<file path="src/rtl/muldiv_div_ctrl.sv">
// muldiv_div_ctrl: control stage in front of the 32-bit unsigned restoring divider core.
// Accepts RV32M DIV/DIVU/REM/REMU requests, converts signed operands to magnitudes, runs the
// core through its start/busy handshake, sign-corrects the core's quotient/remainder and
// returns one 32-bit result. Divide-by-zero is answered without the core; a one-entry cache
// of the last completed division lets a DIV/REM pair on the same operands cost one division.
//
// Ports:
//   clk, rst               clock; synchronous active-high reset
//   req_valid/req_ready    request handshake (ready only in IDLE)
//   req_op                 funct3[1:0]: 00 DIV, 01 DIVU, 10 REM, 11 REMU
//   req_rs1, req_rs2       dividend, divisor
//   res_valid, res_data    one-cycle result pulse and data
//   div_a, div_b           registered unsigned operands to the core
//   div_start              registered one-cycle start pulse to the core
//   div_q, div_r, div_busy core quotient, remainder and busy flag
module muldiv_div_ctrl #(
  parameter bit CACHE_EN = 1'b1
) (
  input  logic        clk,
  input  logic        rst,
  input  logic        req_valid,
  output logic        req_ready,
  input  logic [1:0]  req_op,
  input  logic [31:0] req_rs1,
  input  logic [31:0] req_rs2,
  output logic        res_valid,
  output logic [31:0] res_data,
  output logic [31:0] div_a,
  output logic [31:0] div_b,
  output logic        div_start,
  input  logic [31:0] div_q,
  input  logic [31:0] div_r,
  input  logic        div_busy
);

  typedef enum logic [1:0] {StIdle, StIssue, StWait, StDone} state_e;

  state_e state_q;

  // Request decode
  logic        req_signed;
  logic        req_rem;
  logic [31:0] a_mag;
  logic [31:0] b_mag;
  logic        req_q_neg;
  logic        req_r_neg;
  logic        cache_hit;

  // Operation in flight
  logic [31:0] op_rs1_q;
  logic [31:0] op_rs2_q;
  logic        op_signed_q;
  logic        op_rem_q;
  logic        op_q_neg_q;
  logic        op_r_neg_q;

  // Last-result cache
  logic        cache_vld_q;
  logic [31:0] cache_rs1_q;
  logic [31:0] cache_rs2_q;
  logic        cache_signed_q;
  logic [31:0] cache_q_q;
  logic [31:0] cache_r_q;

  // Sign-corrected core outputs
  logic [31:0] q_fix;
  logic [31:0] r_fix;

  assign req_ready = (state_q == StIdle);

  always_comb begin
    req_signed = ~req_op[0];
    req_rem    = req_op[1];
    // 0x80000000 negates to itself, which is the correct unsigned magnitude.
    a_mag      = (req_signed && req_rs1[31]) ? (~req_rs1 + 32'd1) : req_rs1;
    b_mag      = (req_signed && req_rs2[31]) ? (~req_rs2 + 32'd1) : req_rs2;
    req_q_neg  = req_signed & (req_rs1[31] ^ req_rs2[31]);
    req_r_neg  = req_signed & req_rs1[31];
    cache_hit  = CACHE_EN && cache_vld_q && (req_rs1 == cache_rs1_q) &&
                 (req_rs2 == cache_rs2_q) && (req_signed == cache_signed_q);
    q_fix      = op_q_neg_q ? (~div_q + 32'd1) : div_q;
    r_fix      = op_r_neg_q ? (~div_r + 32'd1) : div_r;
  end

  always_ff @(posedge clk) begin
    if (rst) begin
      state_q        <= StIdle;
      res_valid      <= 1'b0;
      res_data       <= 32'd0;
      div_start      <= 1'b0;
      div_a          <= 32'd0;
      div_b          <= 32'd0;
      op_rs1_q       <= 32'd0;
      op_rs2_q       <= 32'd0;
      op_signed_q    <= 1'b0;
      op_rem_q       <= 1'b0;
      op_q_neg_q     <= 1'b0;
      op_r_neg_q     <= 1'b0;
      cache_vld_q    <= 1'b0;
      cache_rs1_q    <= 32'd0;
      cache_rs2_q    <= 32'd0;
      cache_signed_q <= 1'b0;
      cache_q_q      <= 32'd0;
      cache_r_q      <= 32'd0;
    end else begin
      res_valid <= 1'b0;
      div_start <= 1'b0;
      unique case (state_q)
        StIdle: begin
          if (req_valid) begin
            if (req_rs2 == 32'd0) begin
              // RISC-V divide-by-zero: quotient all ones, remainder is the dividend.
              res_data  <= req_rem ? req_rs1 : 32'hFFFF_FFFF;
              res_valid <= 1'b1;
              state_q   <= StDone;
            end else if (cache_hit) begin
              res_data  <= req_rem ? cache_r_q : cache_q_q;
              res_valid <= 1'b1;
              state_q   <= StDone;
            end else begin
              div_a       <= a_mag;
              div_b       <= b_mag;
              op_rs1_q    <= req_rs1;
              op_rs2_q    <= req_rs2;
              op_signed_q <= req_signed;
              op_rem_q    <= req_rem;
              op_q_neg_q  <= req_q_neg;
              op_r_neg_q  <= req_r_neg;
              // Registered so the pulse lines up with the ISSUE cycle.
              div_start   <= 1'b1;
              state_q     <= StIssue;
            end
          end
        end
        StIssue: begin
          state_q <= StWait;
        end
        StWait: begin
          // The core raises busy the cycle after start, or never when a < b.
          if (!div_busy) begin
            res_data       <= op_rem_q ? r_fix : q_fix;
            res_valid      <= 1'b1;
            cache_vld_q    <= 1'b1;
            cache_rs1_q    <= op_rs1_q;
            cache_rs2_q    <= op_rs2_q;
            cache_signed_q <= op_signed_q;
            cache_q_q      <= q_fix;
            cache_r_q      <= r_fix;
            state_q        <= StDone;
          end
        end
        StDone: begin
          state_q <= StIdle;
        end
        default: begin
          state_q <= StIdle;
        end
      endcase
    end
  end

endmodule

</file>
<file path="config.mk">
export PLATFORM = sky130hd
export DESIGN_NAME = muldiv_div_ctrl
export DESIGN_NICKNAME = d
export VERILOG_FILES = /design/src/rtl/muldiv_div_ctrl.sv
export SDC_FILE = /design/constraint.sdc
export NUM_CORES = 1
export LEC_CHECK = 0
export ABC_AREA = 1
export ABC_CLOCK_PERIOD_IN_PS = 4500
export CAP_MARGIN = 20
export CORE_MARGIN = 3
export CORE_UTILIZATION = 27
export CTS_BUF_LIST = sky130_fd_sc_hd__clkbuf_4
export DETAILED_ROUTE_END_ITERATION = 7
export PLACE_DENSITY = 0.48
export SLEW_MARGIN = 20
export SYNTH_ARGS = -nofsm -noshare
export SYNTH_HDL_FRONTEND = slang
export SYNTH_SLANG_ARGS = --single-unit
</file>
<file path="constraint.sdc">
create_clock -name clk -period 4.5 [get_ports clk]
set_input_delay 0.45 -clock clk [delete_from_list [all_inputs] [get_ports clk]]
set_output_delay 0.45 -clock clk [all_outputs]
set_load 0.05 [all_outputs]
</file>
# After elaboration in Yosys (flattened, before gate mapping)
# Index checks and enable logic that the tools add are counted.
dict set report classes {
  n_bitwise 13
  n_eq_ne 9
  muxes 23
  add_sub_neg 4
  reduce_logical 13
}
# operator count
set ops {}
lappend ops {{32-bit two-way mux} 11}
lappend ops {{32-bit by 1-bit adder with 32-bit output, second input constant} 4}
lappend ops {{32-bit inverter} 4}
lappend ops {{32-bit == test} 2}
lappend ops {{32-bit case mux with 2 select lines} 1}
lappend ops {{32-bit zero test} 1}
lappend ops {{2-bit two-way mux} 4}
lappend ops {{2-bit case mux with 4 select lines} 1}
lappend ops {{4-bit AND reduction} 2}
lappend ops {{1-bit inverter} 6}
lappend ops {{1-bit logical AND} 5}
lappend ops {{1-bit two-way mux} 5}
lappend ops {{2-bit == test, second input constant} 2}
lappend ops {{2-bit inequality test, second input constant} 2}
lappend ops {{2-bit AND reduction} 2}
lappend ops {{4-bit OR reduction} 1}
lappend ops {{3-bit by 1-bit inequality test with 1-bit output, second input constant} 1}
lappend ops {{1-bit AND} 2}
lappend ops {{2-bit by 1-bit == test with 1-bit output, second input constant} 1}
lappend ops {{2-bit zero test} 1}
lappend ops {{1-bit case mux with 2 select lines} 1}
lappend ops {{2-bit nonzero test} 1}
lappend ops {{1-bit == test} 1}
lappend ops {{1-bit XOR} 1}
dict set report word_totals {
  regBits 298
  wordCells 80
  out_inout_bits 99
}

# Longest topological paths before layout
dict set report depth {
  depth_word 8
  mapped_depth 17
  ltp_nobuf 15
}

# Worst setup path after synthesis
# OpenSTA, ideal clock, no wires.
dict set report synth_path {
  path_type {input port to flip-flop}
  start {input port req_rs2[1]}
  end {register div_b[1]}
  required_ps 4429
  arrival_time_ps 2001
  slack_ps 2428
  path_stages 13
  path_buffers 3
  path_cell_list {inv_1 ha_1 nand3_1 nor2_4 nand4_1 nor2_1 nand2_2 nand3_2 buf_6 buf_8 buf_12 nand2_2 a21oi_2}
}
dict set report synth_via {
  elab_chain_cells 5
  elab_cells_between_ends 10
  cone_classes {add/sub (1); eq/ne (1); mux (1); bitwise (3); reduce/logical (4)}
}
# element line_no
set synth_rtl {}
lappend synth_rtl {{from (decl)} 25} ;# input logic [31:0] req_rs2,
lappend synth_rtl {{parallel branches: the longest is 5 deep, another holds 32-bit by 1-bit adder with 32-bit output} -}
lappend synth_rtl {{to (signal assigned)} 122} ;# div_b <= b_mag;
lappend synth_rtl {{to (decl)} 29} ;# output logic [31:0] div_b,
# Parallel ways; which one is timed is not known.
# A chain may end at the register's enable or synchronous reset.

# Worst setup path after layout
dict set report layout_path {
  start {input port req_rs2[25]}
  end {register res_data[4]}
}
dict set report layout_via {
  elab_chain_cells 5
  elab_cells_between_ends 9
  cone_classes {eq/ne (2); mux (3); reduce/logical (4)}
}
# element line_no
set layout_rtl {}
lappend layout_rtl {{32-bit == test} 80} ;# (req_rs2 == cache_rs2_q) && (req_signed == cache_signed_q);
lappend layout_rtl {{1-bit logical AND} 79} ;# cache_hit = CACHE_EN && cache_vld_q && (req_rs1 == cache_rs1_q) &&
lappend layout_rtl {{1-bit logical AND} 80}
lappend layout_rtl {{3-bit by 1-bit inequality test with 1-bit output (no source line)} -}
lappend layout_rtl {{4-bit AND reduction (no source line)} -}
lappend layout_rtl {{to (signal assigned)} 113} ;# res_data <= req_rem ? req_rs1 : 32'hFFFF_FFFF;
lappend layout_rtl {{to (signal assigned)} 117} ;# res_data <= req_rem ? cache_r_q : cache_q_q;
lappend layout_rtl {{to (signal assigned)} 141} ;# res_data <= op_rem_q ? r_fix : q_fix;
lappend layout_rtl {{to (decl)} 27} ;# output logic [31:0] res_data,
# Parallel ways exist; a longest one is shown, timed or not. The select of a mux whose other input is x is not followed.

==> metrics <==
most instantiated cells after synthesis nand2_1, nor2_1, dfxtp_1; relative slew slack between 20% and 30%; Die Ht about 250 microns; r2r startpoint state_q[0]; DP Cell Count 3527; Ports 233; number of global-route vias before repair 17200; most common flop cell mapped by yosys dfxtp_1; Fmax about 350 MHz; routed vias/inst 4.81; PD cells 518 nW/um^2; Post-synth EDFFs 0; min-delay src rst; clock root cell clkbuf_4; die extent in x approximately 250 microns; final setup vio count 0; largest net degree at the start of global routing 140; placed cell area 19700 sq um; CP endpoint kind register; Nets 2973; hold endpoint div_b[14]; H-tree depth 3; Crit path arrival time roughly 3500 ps; Worst EP required 5190 ps; Placer Congestion 0.924; Synth Register Bits 296; Resize count post-CTS 0; CP dominant cell by count nor2_1; HP Class in2reg; setup TNS 0 ps; drt wl/cell ~19 microns; final wirelength around 70000 microns; CP max FO 39; Synth cell types 42; clock-pin slew on the worst setup and hold paths ~70 ps; outcome complete, no violations; ANT nets after route 0; layout cell share with drive strength beyond 1 8.79%; FF-to-FF path depth 9; Setup Fix Bufs, Post-CTS 0; Final Slew Violations 0; top-area cell type share of the netlist area 35.5%; startpoint types input port; Worst Tran Pin Value between 1000 and 1500 ps; count leader, synth nand2_1; hold depth 2; Final Hold Fails 0; Max VDD drop 0.000520 V; initial antenna violation count 3; Setup Skew approximately 52 ps; Synth async-reset ratio 0%; CTS tree built; Slowest cell on crit path nor2_4; final period utilization around 63%; die area ~65000 sq um; sequential fraction of the synthesis area a little over a third; Iter 0 DRT Violations between 1000 and 1500; leakage around 9.1 nW; r2r endpoint cache_r_q[28]; Final Non-Filler Cells 3675; Critical Path Start req_rs2[25]; overall global routing resource usage roughly a fifth; synthesized area 16700 sq um; CTS Sinks 296; DP Wirelength 51200 microns; FP Rows 90; area leader, netlist dfxtp_1; syn_nets 2758; cts hold-fix bufs 0; ranking of synthesized cells by area dfxtp_1, nand2_1, nor2_1, o21ai_0, inv_1; Tmin final between 2000 and 3000 ps; Hold WS 125 ps; total power approximately 11 mW; CTS max path bufs 3; core area ~61000 sq um; Avg Inst Size Synth around 6.4 sq um; Initial Util between 20% and 30%; Worst path max stage delay 680 ps; Synthesis Warnings 0; routed via count between 15000 and 20000; P&R area growth vs syn 24.3%; Post-route DRC 0; RSZ-0062 raised after global routing no; worst reg2reg setup slack between 1500 and 2000 ps; port bufs 232; global-route wire length before repair 103000 microns; remaining global-route overflow 0; number of detailed-route iterations in the first pass 5; Mapped Cells about 2600; total CTS buffers 86; Final Cell Area ~21000 sq um; Skew-Pair Late Insertion Delay between 800 and 900 ps; Crit Path Class in2reg; CP cell instances clkdlybuf4s50_1, nor2_1, nand3_1, nor2_1, nand2_1, nor2_4, buf_4, o21ai_0, nand2_1, o21ai_0, nor2_1, nor2_1; max-cap viol count 0
## sequential cells by signal, summed over array words and instances, names as in the netlist, 2 cells and up
register     cells
cache_q_q       32
cache_r_q       32
cache_rs1_q     32
cache_rs2_q     32
div_a           32
div_b           32
op_rs1_q        31
op_rs2_q        31
res_data        32
state_q          2
## worst max-delay path: cells and delay by family
family	cells	cell delay [ps]
AOI/OAI and AO/OA	2	230
and+or+nand+nor	8	1940
buffers and inverters	2	890
## routing by layer
| metal | up-vias | track usage [%] | routed length [microns] |
|---|---|---|---|
| met5 | - | 0 | 18 |
| met4 | 2 | 10.4 | 3380 |
| met3 | 146 | 3.68 | 3630 |
| met2 | 507 | 37.0 | 34000 |
| met1 | 8219 | 25.0 | 28800 |
| li1 | 8795 | - | - |
## cell usage in the layout, fill, tap and decap left out, types with 4 or more instances in the layout
master	synthesis	layout
diode_2	0	4
mux2i_1	29	29
inv_2	20	24
a21oi_2	21	21
inv_1	262	260
a21oi_1	168	168
or2_2	7	7
nand3_1	154	154
nand2_2	23	23
nor2_1	319	318
buf_12	2	4
o31ai_1	5	5
nand3b_1	4	4
dfxtp_1	296	296
xor2_1	72	72
xnor2_1	17	17
nand2_1	733	733
o21ai_0	205	205
clkinv_1	2	14
nand4_1	26	26
ha_1	6	6
clkdlybuf4s50_1	0	230
clkbuf_4	0	125
o21ai_1	17	17
nor3_1	16	16
buf_4	2	34
o211ai_1	51	51
## through the flow
step | util [%] | worst slack (ps)
floorplan | - | 2430
global placement | 32.4 | 895
detailed placement | 32.4 | 905
CTS | 34.1 | 1540
global route | 34.1 | 1530
finish | 34.1 | 1660
## worst max path at each step
stage | to | slack [ps] | cells after the start
after floorplan | div_b[1] | 2430 | 13
after global placement | res_data[4] | 900 | 12
after detailed placement | res_data[4] | 900 | 12
after CTS | req_ready | 1540 | 3
after global routing | req_ready | 1530 | 3
final | res_data[4] | 1660 | 12
## final cells by class
class	count	area, sq um
Fill cell	6688	40100
Multi-Input combinational cell	1895	9070
Sequential cell	296	5930
Timing Repair Buffer	270	2650
Inverter	284	1070
Tap cell	782	978
Clock buffer	125	938
Clock inverter	19	106
Antenna cell	4	10.0
## cell families after synthesis
kind of cell | synth area share, %
xor+xnor | 4.67
compound gates | 15.7
buf+inv | 10.3
simple gates | 31.6
fa+ha+maj | 0.450
flops | 35.5
mux | 1.74
## report_power, final
part / internal, mW / switching [mW] / leakage, nW
combinational: 1.42 / 3.17 / 6.07
clock: 1.32 / 1.23 / 0.627
sequential: 3.24 / 0.372 / 2.41
No activity file was read; power rests on OpenSTA's default activity.
